<file path="src/rtl/bist_ctrl.sv">
// bist_ctrl: BIST session controller and signature checker.
// Seeds the TPG/ORA, runs them for CYCLES edges, freezes them, then
// compares the captured ORA signature against GOLDEN.
module bist_ctrl #(
  parameter int unsigned    WIDTH  = 4,
  parameter int unsigned    CYCLES = 16,
  parameter int unsigned    CNT_W  = 5,
  parameter logic [WIDTH-1:0] GOLDEN = '0
) (
  input  logic             clk,
  input  logic             rst_b,
  input  logic             start,
  input  logic             abort,
  input  logic [WIDTH-1:0] sig_in,
  output logic             sub_run,
  output logic             busy,
  output logic             done,
  output logic             pass,
  output logic             fail,
  output logic [WIDTH-1:0] sig_out
);

  localparam logic [CNT_W-1:0] LAST_CNT = CNT_W'(CYCLES - 1);

  typedef enum logic [2:0] {
    S_IDLE,
    S_SEED,
    S_RUN,
    S_CMP,
    S_DONE
  } state_t;

  state_t             state;
  state_t             state_nxt;
  logic [CNT_W-1:0]   cnt;
  logic [CNT_W-1:0]   cnt_nxt;
  logic               done_nxt;
  logic               pass_nxt;
  logic               fail_nxt;
  logic [WIDTH-1:0]   sig_nxt;

  // State and result registers; rst_b wins over every other condition.
  always_ff @(posedge clk) begin
    if (rst_b) begin
      state   <= S_IDLE;
      cnt     <= '0;
      done    <= 1'b0;
      pass    <= 1'b0;
      fail    <= 1'b0;
      sig_out <= '0;
    end else begin
      state   <= state_nxt;
      cnt     <= cnt_nxt;
      done    <= done_nxt;
      pass    <= pass_nxt;
      fail    <= fail_nxt;
      sig_out <= sig_nxt;
    end
  end

  // Next-state and next-result logic; results are cleared on entry to SEED
  // so done is high for exactly one cycle when start is held in DONE.
  always_comb begin
    state_nxt = state;
    cnt_nxt   = cnt;
    done_nxt  = done;
    pass_nxt  = pass;
    fail_nxt  = fail;
    sig_nxt   = sig_out;
    unique case (state)
      S_IDLE, S_DONE: begin
        if (start) begin
          state_nxt = S_SEED;
          cnt_nxt   = '0;
          done_nxt  = 1'b0;
          pass_nxt  = 1'b0;
          fail_nxt  = 1'b0;
        end
      end
      S_SEED: begin
        cnt_nxt   = '0;
        state_nxt = abort ? S_IDLE : S_RUN;
      end
      S_RUN: begin
        if (abort) begin
          state_nxt = S_IDLE;
        end else if (cnt == LAST_CNT) begin
          state_nxt = S_CMP;
        end else begin
          cnt_nxt = cnt + CNT_W'(1);
        end
      end
      S_CMP: begin
        if (abort) begin
          state_nxt = S_IDLE;
        end else begin
          state_nxt = S_DONE;
          sig_nxt   = sig_in;
          pass_nxt  = (sig_in == GOLDEN);
          fail_nxt  = (sig_in != GOLDEN);
          done_nxt  = 1'b1;
        end
      end
      default: state_nxt = S_IDLE;
    endcase
  end

  // TPG/ORA run enable and busy flag decode straight from the state register.
  assign sub_run = (state == S_RUN);
  assign busy    = (state == S_SEED) || (state == S_RUN) || (state == S_CMP);

endmodule

</file>
<file path="config.mk">
export PLATFORM = sky130hd
export DESIGN_NAME = bist_ctrl
export DESIGN_NICKNAME = d
export VERILOG_FILES = /design/src/rtl/bist_ctrl.sv
export SDC_FILE = /design/constraint.sdc
export NUM_CORES = 1
export LEC_CHECK = 0
export ABC_AREA = 1
export CORE_MARGIN = 2
export CORE_UTILIZATION = 40
export DETAILED_ROUTE_END_ITERATION = 8
export PLACE_DENSITY_LB_ADDON = 0.15
export SLEW_MARGIN = 10
export SYNTH_ARGS = -nofsm -noshare
export SYNTH_HDL_FRONTEND = slang
export SYNTH_SLANG_ARGS = --single-unit
</file>
<file path="constraint.sdc">
create_clock -name clk -period 4.5 [get_ports clk]
set_clock_uncertainty 0.05 [all_clocks]
set_input_delay 0.675 -clock clk [delete_from_list [all_inputs] [get_ports clk]]
set_output_delay 0.675 -clock clk [all_outputs]
set_load 0.02 [all_outputs]
</file>
# After elaboration in Yosys (flattened, before gate mapping)
# Index checks and enable logic that the tools add are counted.
[totals] ff_bits=15 out_inout_bits=9 elab_cells=47
[op_classes] add_sub_neg=1 eq_ne=10 mux=17 bitwise_logic=1 n_reduce_logical=12
[ops] op="two-way mux 5 bit" n=3
[ops] op="one-hot mux 5 bit (3 select lines)" n=1
[ops] op="two-way mux 3 bit" n=4
[ops] op="one-hot mux 3 bit (4 select lines)" n=1
[ops] op="inequality test 2 bit (second input constant)" n=4
[ops] op="== test 3 x 2 -> 1 bit (second input constant)" n=2
[ops] op="one-hot mux 1 bit (2 select lines)" n=3
[ops] op="adder 5 x 1 -> 5 bit (second input constant)" n=1
[ops] op="== test 5 x 4 -> 1 bit (second input constant)" n=1
[ops] op="zero test 4 bit" n=1
[ops] op="two-way mux 1 bit" n=4
[ops] op="AND reduction 2 bit" n=2
[ops] op="AND reduction 4 bit" n=1
[ops] op="nonzero test 4 bit" n=1
[ops] op="== test 3 x 1 -> 1 bit (second input constant)" n=1
[ops] op="== test 3 bit (second input constant)" n=1
[ops] op="zero test 3 bit" n=1
[ops] op="inequality test 3 x 2 -> 1 bit (second input constant)" n=1
[ops] op="AND reduction 3 bit" n=1
[ops] op="nonzero test 3 bit" n=1
[ops] op="logical OR 1 bit" n=2
[ops] op="two-way mux 2 bit" n=1
[ops] op="nonzero test 2 bit" n=1
[ops] op="OR reduction 2 bit" n=1
[ops] op="inverter 1 bit" n=1

# Longest topological paths before layout
# Gate-level depths: netlist of run 1.
[logic_depth] ltp_word=4 depth_mapped=12 mapped_depth_nobuf=12

# Least setup slack after synthesis of run 1
# No wires, ideal clock.
[synth_timing] kind="flip-flop to output port" start="register state[2]" end="output port sub_run" t_arrival_ns=0.781 required_time_ns=3.775 setup_slack_ns=2.994 path_stages_with_launch=4 path_cell_list="dfxtp_1 > nor2_1 > nand2_2 > inv_1"
[synth_via] elab_chain_cells=1
[synth_rtl] element="start, declared" line_no="33" rtl="state_t state;"
[synth_rtl] element="start signal, assigned" line_no="52" rtl="state <= state_nxt;"
[synth_rtl] element="== test 3 x 2 -> 1 bit" line_no="109" rtl="assign sub_run = (state == S_RUN);"
[synth_rtl] element="end, declared" line_no="15" rtl="output logic sub_run,"
# Every way passes these cells.

# Final worst setup path of run 1
# Ends and elaborated chain as after synthesis.

==> impl_results.md, run 1 <==
- Status: finished clean
- Crit path capture type: primary output
- Fin Setup TNS: 0 ps
- DIE WIDTH: 47.0 um
- 1st-pass router iterations: 4
- Flops & latches, synth: 15
- Synth Warn #: 0
- Psw: 81.1 uW
- Hold-fix buffers, CTS: 0
- Slew @ Worst Pin: 549 ps
- Syn Nets: 117
- Hold Violations, Final: 0
- Post-route insts no fill: 151
- Clk Latency, worst-skew pair: 280 ps
- Hpwl dp: 1.08 mm
- Via count: 665
- Dominant cells by area after synthesis: dfxtp_1, nand2_1, inv_1, nor2_1, a21oi_1
- Hold WS: 419 ps
- Minimum clock period: 2430 ps
- TritonCTS clock tree: built
- IO buf count: 16
- Worst Setup Path Type: reg2out
- Remaining Overflow, GRT: 0
- Share of layout cells above drive strength 1: 0.0794
- CTS Root Cell: clkbuf_4
- DRC viols: 0
- Critical Path RT: 3770 ps
- Core Box Area: 1730 sq um
- TritonCTS Buffers: 3
- Initial DRC count: 7
- Post-cts sizing count: 0
- Seq pwr share: 0.523
- Tcrit/Tclk final: 0.541
- Multi-input logic area: 365 sq um
- Netlist cell types: 16
- Placed cells: 147
- Cell Pwr Density: 296 nW/um^2
- Crit start category: flop
- Sw Ratio: 0.291
- WL/cell: 9.16 um
- Clock Power Share: 0.275
- H-tree levels: 1
- Register area: 300 sq um
- Cells after Synth: 107
- First-pass GRT wire length: 2.33 mm
- Max-cap violations: 0
- Fmax: 0.411 GHz
- Avg Inst Size Synth: 6.91 sq um
- Filler Cell Count: 185
- Comb power frac: 0.202
- # IOs: 17
- Pleak: 0.411 nW
- Post-Route WL: 1.38 mm
- Routed Antenna Nets: 0
- Nets: 137
- Yosys top cell area share: 0.406
- Commonest non-fill, non-tap cells in the layout: nand2_1, nor2_1, inv_1, clkdlybuf4s50_1, dfxtp_1
- Area of the mapped netlist: 739 sq um
- Avg Vias per Cell: 4.40
- Tot Pwr: 279 uW
- Sequential area share after synthesis: 0.406
- Most common cell after layout, fill and taps aside: nand2_1
- Chip height: 47.0 um
- Row count: 15
- Initial core utilization: 0.428
- Vias in the first global route: 578
- Endpoints failing setup: 0
- RD Place Congestion: 0.798
- Postcts setup bufs: 0
- Global Route Usage Sum: 0.154
- Synth area leader: dfxtp_1
- Hold WC Path Type: reg2reg
- Die area: 2210 sq um
- VDD IR max: 138 uV
- Final Max Slew Viols: 0
- Sinks on Clock Net: 15
- Slew margin rel.: 0.632
- Reg clk slew, reported paths: 90 ps
- Int Pwr: 198 uW
- Crit path DAT: 1710 ps
- Antenna fix cells: 0
- Area Overhead vs Synth: 27.6%
- Initial antenna violation count: 0
- RSZ-0062 raised after global routing: no
- Max FO, Critical Path: 7
- Bufs on Longest Clock Path: 2
- Largest net degree at the start of global routing: 12
cells in the mapped netlist:
master and number:
ha_1 2, inv_1 16, nor2_1 16, nor3_2 1
dfxtp_1 15, or2_2 2, nand2_1 24, nand2_2 3
clkbuf_8 1, nand3_1 7, a21oi_1 9, nand4_1 2
nor2_4 1, xnor2_1 1, or2_1 1, o21ai_0 6
flip-flops by register name, summed over array words and instances, names as in the netlist:
| signal | cells |
|---|---|
| pass | 1 |
| done | 1 |
| fail | 1 |
| sig_out | 4 |
| cnt | 5 |
| state | 3 |
critical path: stages, from the launching register on:
cell	delay, ps
dfxtp_1	360
nor2_1	180
nand2_2	130
inv_1	140
clkdlybuf4s50_1	620
metal layers:
| layer | wire length (um) | vias to the layer above | global-route usage | share of wire |
|---|---|---|---|---|
| li1 | - | 373 | - | - |
| met1 | 713 | 281 | 0.199 | 0.52 |
| met2 | 618 | 9 | 0.222 | 0.45 |
| met3 | 38 | 2 | 0.0462 | 0.027 |
| met4 | 13 | 0 | 0.100 | 0.0094 |
| met5 | 0 | - | 0 | 0 |
power by group through the flow:
stage               clock, mW  sequential [mW]  combinational [mW]
finish                 0.0767            0.146              0.0564
global route           0.0885            0.147              0.0650
CTS                    0.0822            0.146              0.0574
detailed placement          0            0.149              0.0574
global placement            0            0.149              0.0565
floorplan                   0            0.148              0.0391
layout make-up:
cell class	instances	area share
sequential	15	0.318
multi-input combinational	75	0.387
clock buffer	4	0.0279
timing repair buffer	16	0.170
inverter	16	0.0637
tap	25	0.0332
logic make-up after synthesis:
logic type | share of synthesized area
XOR/XNOR | 0.0118
buffers and inverters | 0.0998
adder cells (fa/ha/maj) | 0.0338
AND/OR/NAND/NOR | 0.347
AO/OA/AOI/OAI | 0.102
flip-flops | 0.406
stage by stage:
stage | util | worst slack (ps) | cell area (sq um)
final | 0.546 | 2070 | 943
after CTS | 0.546 | 2050 | 943
after global placement | 0.531 | 2310 | 917
after global routing | 0.546 | 1930 | 943
after detailed placement | 0.531 | 2250 | 917
after floorplan | - | 2990 | 739
worst paths after layout:
check             startpoint  endpoint  slack (ps)  cells past startpoint
setup reg to reg      cnt[0]    cnt[3]        2860                     12
hold reg to reg         fail      fail         420                      2
hold / removal          fail      fail         420                      2
setup / recovery    state[2]   sub_run        2070                      4
(Power assumes the default switching activity.)
==> inputs of run 2 (changes only) <==
clock period = 2.23 ns   (was 4.5 ns; I/O delays follow)
==> run 2 against run 1 <==
Sequential power is 100% higher. Hold slack worse by 4.2 ps. Global-route usage stayed put. Register-to-register slack worse by 2300 ps. Combinational power is 110% higher. Sequential share of layout area is 0.25 points lower. Clock power is 93% higher. Sequential cell count stayed put. Utilization is 0.43 points higher. First-iteration DRC count is 57% higher.
==> impl_results.md, run 2 (same netlist as run 1, synthesis figures left out) <==
- Antenna fix cells: 0
- IO buf count: 16
- Status: finished clean
- Tot Pwr: 559 uW
- Hold-fix buffers, CTS: 0
- Largest Register: cnt
- # IOs: 17
- Sw Ratio: 0.286
- Vias in the first global route: 599
- Multi-input logic area: 365 sq um
- Cell Pwr Density: 588 nW/um^2
- Hold Violations, Final: 0
- Die area: 2210 sq um
- Max FO, Critical Path: 7
- Biggest regs: cnt (5), sig_out (4), state (3)
- Crit start category: flop
- Design Area, Final: 951 sq um
- Post-cts sizing count: 0
- RD Place Congestion: 0.840
- Clock Power Share: 0.264
- Share of layout cells above drive strength 1: 0.0866
- Post-route insts no fill: 152
- Critical Path RT: 1850 ps
- Slew @ Worst Pin: 324 ps
- First-pass GRT wire length: 2.38 mm
- H-tree levels: 1
- Crit path DAT: 1680 ps
- Pleak: 0.417 nW
- Fin util: 0.551
- Initial core utilization: 0.428
- Largest net degree at the start of global routing: 10
- Tcrit/Tclk final: 0.924
- Placed cells: 148
- Critical path origin: state[2]
- Area Overhead vs Synth: 28.6%
- DRC viols: 0
- TritonCTS clock tree: built
- Nets: 138
- Core Box Area: 1730 sq um
- Reg-to-reg startpoint: cnt[0]
- Int Pwr: 399 uW
- Sinks on Clock Net: 15
- Hpwl dp: 1.13 mm
- Fmax: 0.485 GHz
- Postcts setup bufs: 0
- Most common cell after layout, fill and taps aside: nand2_1
- Final Max Slew Viols: 0
- Initial DRC count: 11
- Crit path capture type: primary output
- Filler Cell Count: 186
- RSZ-0062 raised after global routing: no
- Minimum clock period: 2060 ps
- VDD IR max: 301 uV
- Commonest non-fill, non-tap cells in the layout: nand2_1, nor2_1, inv_1, clkdlybuf4s50_1, dfxtp_1
- M1 WL: 682 um
- Max reg flops: 5
- Chip height: 47.0 um
- Routed Antenna Nets: 0
- CTS Root Cell: clkbuf_4
- Worst Setup Path Type: reg2out
- Remaining Overflow, GRT: 0
- Post-Route WL: 1.44 mm
- Global Route Usage Sum: 0.154
- Area post-placement: 925 sq um
- WL/cell: 9.48 um
- Endpoints failing setup: 0
- Seq pwr share: 0.527
- Hold path start: done
- DIE WIDTH: 47.0 um
- Fin Setup TNS: 0 ps
- Routed met2 length: 690 um
- Via count: 678
- Comb power frac: 0.208
- Initial antenna violation count: 0
- Hold WC Path Type: reg2reg
- Row count: 15
- WL met3: 54 um
- Clk Latency, worst-skew pair: 270 ps
- Max-cap violations: 0
- Reg clk slew, reported paths: 80 ps
- Slew margin rel.: 0.781
- TritonCTS Buffers: 3
- Psw: 160 uW
- Register area: 300 sq um
- Bufs on Longest Clock Path: 2
- Max layer used: met4
- 1st-pass router iterations: 4
- Avg Vias per Cell: 4.46
[run 2: cell count changes in the layout (fill, tap and decap cells not counted), sizes merged]
cell / change
buf: +1
[run 2: power groups by stage]
| stage | Sequential (mW) | Clock (mW) | Combinational (mW) |
|---|---|---|---|
| global placement | 0.300 | 0 | 0.116 |
| finish | 0.295 | 0.148 | 0.117 |
| CTS | 0.295 | 0.157 | 0.117 |
| global route | 0.297 | 0.168 | 0.134 |
| detailed placement | 0.301 | 0 | 0.117 |
| floorplan | 0.299 | 0 | 0.0788 |
[run 2: per-stage QoR]
| stage | worst slack (ps) | hold slack [ps] |
|---|---|---|
| finish | 169 | 415 |
| global route | 52.9 | 438 |
| CTS | 155 | 418 |
| detailed placement | 473 | 404 |
| global placement | 515 | 400 |
| floorplan | 727 | 354 |
[run 2: worst paths after layout]
check	endpoint	slack, ps	cells after the start
setup / recovery	sub_run	170	4
hold / removal	done	410	2
setup reg to reg	cnt[4]	550	12
hold reg to reg	done	410	2
[run 2: worst max-delay path, stage by stage (launching register included)]
cell and delay, ps:
dfxtp_1 360, nor2_1 180, nand2_2 130, inv_1 130, clkdlybuf4s50_1 610
[run 2: final cells by class]
cell class | count | area share
multi-input combinational | 75 | 0.384
sequential | 15 | 0.316
timing repair buffer | 17 | 0.176
inverter | 16 | 0.0632
tap | 25 | 0.0329
clock buffer | 4 | 0.0276
[run 2: routing by layer]
| layer | global-route usage | vias up |
|---|---|---|
| met5 | 0 | - |
| met4 | 0.0833 | 0 |
| met3 | 0.0346 | 2 |
| met2 | 0.249 | 15 |
| met1 | 0.189 | 286 |
| li1 | - | 375 |
==> inputs of run 3 (changes only) <==
CAP_MARGIN = 20   (was default)
==> results of run 3 <==
No change in the layout: final DEF, timing and power equal those of run 2.
==> patch 1 (config.mk and constraints of run 1) <==
Reset style: asynchronous (`rst_b`), changed in one clocked block.
--- a/src/rtl/bist_ctrl.sv
+++ b/src/rtl/bist_ctrl.sv
@@ -40,7 +40,7 @@
   logic [WIDTH-1:0]   sig_nxt;
 
   // State and result registers; rst_b wins over every other condition.
-  always_ff @(posedge clk) begin
+  always_ff @(posedge clk or posedge rst_b) begin
     if (rst_b) begin
       state   <= S_IDLE;
       cnt     <= '0;
Behaviour: differs if rst_b is asserted again (counterexample within 4 cycles, from zero or initial values and one cycle with rst_b high); with rst_b held inactive, the same outputs for 10 cycles.
==> patch 1 against run 1 <==
Routed wire length decreased by 2.7%; setup slack better by 0.066 ns; cell area increased by 3.8%; area after synthesis grew 4.6%; critical endpoint unchanged; sequential cell count unchanged; final cell count shrank 4.6%; critical path type unchanged.
Power is not compared: it rests on default switching activity, and its combinational part moved more than twofold at a synthesized area within 25%.
==> patch 1: results (changes against run 1) <==
* CTS Buffer Depth at 2 (unchanged)
* Min-Delay Path Class: reg -> reg
* GRT Overall Usage at 0.146 (-0.00813)
* DRT iter0 DRCs at 20 (+13)
* Antenna violations before repair at 0 (unchanged)
* GRT met3 Usage at 0.0792 (+0.0331)
* Cells on worst reg2reg path at 10 (-2)
* Crit path max fanout at 4 (-3)
* Top Registers: cnt (5), sig_out (4), state (3)
* Post-Synth Adder-Cell Area at 0.0324 (-0.00148)
* Largest cells by area after synthesis: dfrtp_1 (49%), nand2_1 (17%), inv_1 (9.2%)
* CP arrival at 1.64 ns (-0.07 ns)
* Status: finished clean
* Comb group at 0.237 mW
* Hold Path Depth at 2 (unchanged)
* Wirelength per Cell at 9.35 um (+2.1%)
* Crit-path slowest cell: clkdlybuf4s50_1
* RR Endpoint: cnt[1]$_DFFE_PP0P_
* Synth Area in XOR/XNOR at 0.0113 (-0.000517)
* Least-Margin Pin Slew at 0.567 ns (+0.0180 ns)
* Port Buf Inserts at 16 (unchanged)
* Worst skew pair latency at 0.28 ns (about the same)
* Post-synth top cells: nand2_1 (36), inv_1 (19), dfrtp_1 (15)
* Pre-antenna DRT Iters at 4 (unchanged)
* CP startpoint: state[0]$_DFFE_PP0P_
* Detailed Place HPWL at 1030 um (-5.3%)
* Synthesized Nets at 110 (-6.0%)
* Diodes inserted at 0 (unchanged)
* Final net count at 130 (-5.1%)
* Clock share of power at 0.150
* Met1 usage at 0.195 (-0.00370)
* HP Start: cnt[4]$_DFFE_PP0P_
* Pin count of the biggest net entering global routing at 16 (+4)
* Flop2flop setup slack at 2.89 ns (+0.03 ns)
* Post-synthesis sequential area ratio at 0.485 (+0.0793)
* Share of cells above drive strength 1 at 0.0924 (+0.0131)
* Synth Area in Compound Gates at 0.0453 (-0.0562)
* GRT met2 Usage at 0.208 (-0.0139)
* Worst VDD drop at 288 uV
* Met1 WL at 645 um (-9.5%)
* Post-CTS setup buffers at 0 (unchanged)
* Worst path max stage delay at 0.60 ns (-0.02 ns)
* DR vias/cell at 4.35 (-1.3%)
* First-pass GRT wire length at 2260 um (-3.3%)
* Total CTS buffers at 3 (unchanged)
* WL met2 at 609 um (-1.5%)
* Reg2Reg Launch Point: cnt[0]$_DFFE_PP0P_
* Yosys cell types at 15 (-1)
* Post-CTS Resized at 0 (unchanged)
* GP Congestion at 0.869 (+8.8%)
* Fillers at 196 (+5.9%)
* Post-synth ARST share at 1.00 (+1.00)
* CTS H-tree depth at 1 (unchanged)
* Top layer in use: met4
* Number of global-route vias before repair at 539 (-6.7%)
* Hold worst-path end: cnt[4]$_DFFE_PP0P_
* Post-synthesis mux area share at 0 (unchanged)
* Met3 routed WL at 77 um (+100%)
* Grt total ovfl at 0 (unchanged)
[patch 1: cell types whose count changed after synthesis, sizes merged, moves of 3 or more]
| cell | change |
|---|---|
| inv | +3 |
| dfrtp | +15 |
| nand2 | +10 |
| dfxtp | -15 |
| a21oi | -9 |
| nor2 | -6 |
[patch 1: final cells by class]
class | count | share of cell area
sequential | 15 | 0.383
multi-input combinational | 65 | 0.322
timing repair buffer | 16 | 0.163
inverter | 19 | 0.0728
tap | 25 | 0.0319
clock buffer | 4 | 0.0268
[patch 1: through the flow]
stage                     instance area, um^2  total power [mW]  hold slack (ns)  setup slack (ns)  instances
after floorplan                           773             0.346            0.392              3.00        100
after global placement                    953             0.438            0.404              2.46        140
after detailed placement                  953             0.440            0.408              2.45        140
after CTS                                 980             0.519            0.429              2.13        144
after global routing                      980             0.554            0.455              2.02        144
final                                     980             0.512            0.423              2.13        144
==> patch 2 (flow settings as in run 1) <==
Made on the original files. Change the parameter `CNT_W` from 5 to 7.
--- a/src/rtl/bist_ctrl.sv
+++ b/src/rtl/bist_ctrl.sv
@@ -4,7 +4,7 @@
 module bist_ctrl #(
   parameter int unsigned    WIDTH  = 4,
   parameter int unsigned    CYCLES = 16,
-  parameter int unsigned    CNT_W  = 5,
+  parameter int unsigned    CNT_W  = 7,
   parameter logic [WIDTH-1:0] GOLDEN = '0
 ) (
   input  logic             clk,
Behaviour: no difference found for any inputs over 10 cycles, from zero or initial values and one cycle with rst_b high; that may be too few to reach the edited logic, so the function may still have changed.
==> patch 2 against run 1 <==
Cell area increased by 17%; sequential share of layout area down 1.0 points; area after synthesis up 20%; register-to-register slack better by 0.17 ns; largest cell class unchanged; final cell count rose by 18%; setup slack improved by 0.11 ns; sequential cell count rose by 2; critical path type unchanged; routed wire length up 37%; highest routed layer unchanged; global-route usage increased by 1.3 points; power rose by 12%.
==> patch 2: results (changes against run 1) <==
* Status: finished clean
* Clock slew at the register clock pins of the worst setup and hold paths at 0.10 ns
* Hold Buf Count CTS at 0 (unchanged)
* GRT Overall Usage at 0.167 (+0.0134)
* Post-synth ARST share at 0 (unchanged)
* Post-synth top cells: nand2_1 (29), nor2_1 (26), dfxtp_1 (17)
* DRT iter0 DRCs at 9 (+2)
* DR vias/cell at 4.84 (+10%)
* Avg Cell Area, Syn at 6.80 um^2 (-1.6%)
* Post-synthesis sequential area ratio at 0.382 (-0.0241)
* Yosys warning count at 0 (unchanged)
* Largest cells by area after synthesis: dfxtp_1 (38%), nand2_1 (12%), nor2_1 (11%)
* Post-route ant nets at 0 (unchanged)
* Finished Layout Cells at 178 (+18%)
* Diodes inserted at 0 (unchanged)
* Synthesized Nets at 140 (+20%)
* CTS Buffer Depth at 2 (unchanged)
* Total CTS buffers at 3 (unchanged)
* Post-CTS setup buffers at 0 (unchanged)
* Pin count of the biggest net entering global routing at 11 (-1)
* Wirelength per Cell at 10.7 um (+16%)
* Least-Margin Pin Slew at 0.352 ns (-0.198 ns)
* Port Buf Inserts at 16 (unchanged)
* Worst path max stage delay at 0.60 ns (-0.02 ns)
* CTS H-tree depth at 1 (unchanged)
* Root Driver: clkbuf_4
* First-pass GRT wire length at 3390 um (+46%)
* Number of global-route vias before repair at 849 (+47%)
* Detailed Place HPWL at 1440 um (+32%)
* Crit path max fanout at 8 (+1)
* Final net count at 160 (+17%)
* Min-Delay Path Class: reg -> reg
* LEAKAGE at 0.448 nW (+8.9%)
* Share of cells above drive strength 1 at 0.113 (+0.0340)
* Yosys cell types at 20 (+4)
* Worst VDD drop at 185 uV (+34%)
* GP Congestion at 0.825 (+3.3%)
* Placed insts at 174 (+18%)
* Top Registers: cnt (7), sig_out (4), state (3)
patch 2: cell count changes in the layout (fill, tap and decap cells not counted), moves of 3 or more:
cell,run 1,this run
nor2_1,16,26
inv_1,16,9
nand2_1,24,29
nand3_1,7,11
a21oi_1,9,12
nor2_2,0,3
nor3_1,0,3
o21bai_1,0,3
patch 2: worst min-delay path, delay by kind of cell, from the launching register on:
kind	cells	cell delay, ns
compound gates	1	0.05
simple gates	1	0.06
flops	1	0.32
patch 2: power breakdown:
part,total [mW],switching (mW),leakage (nW),internal [mW]
Sequential,0.164,0.00675,0.138,0.157
Clock,0.0809,0.0465,0.0150,0.0343
Combinational,0.0665,0.0395,0.295,0.0270
patch 2: area by class of cell:
cell class	instances	area, um^2
timing repair buffer	16	160
clock buffer	4	26.3
inverter	12	47.5
tap	28	35.0
fill	229	1040
sequential	17	340
multi-input combinational	101	495
patch 2: path summary, 6_finish.rpt:
path | from | endpoint | slack [ns] | cells past startpoint
hold reg to reg | fail$_SDFFE_PP0P_ | fail$_SDFFE_PP0P_ | 0.42 | 2
setup / recovery | state[2]$_SDFFE_PP0P_ | sub_run | 2.17 | 4
hold / removal | fail$_SDFFE_PP0P_ | fail$_SDFFE_PP0P_ | 0.42 | 2
setup reg to reg | cnt[0]$_SDFFE_PP0P_ | cnt[5]$_SDFFE_PP0P_ | 3.03 | 6
patch 2: per-stage QoR:
stage               worst slack (ns)  utilization  hold WS (ns)  area (um^2)  power (mW)
floorplan                       3.00            -         0.403          891       0.212
global placement                2.48        0.502         0.404         1080       0.233
detailed placement              2.48        0.502         0.404         1080       0.234
CTS                             2.16        0.514         0.422         1100       0.314
global route                    2.11        0.514         0.458         1100       0.330
finish                          2.17        0.514         0.419         1100       0.311
patch 2: routing by layer:
metal	global-route usage	routed length, um
met1	0.196	881
met2	0.307	926
met3	0.0263	70
met4	0.0541	17
met5	0	0
patch 2: kinds of logic after synthesis:
| group | share of synthesized area |
|---|---|
| flops | 0.382 |
| compound gates | 0.115 |
| fa+ha+maj | 0.0140 |
| simple gates | 0.427 |
| buf+inv | 0.0618 |
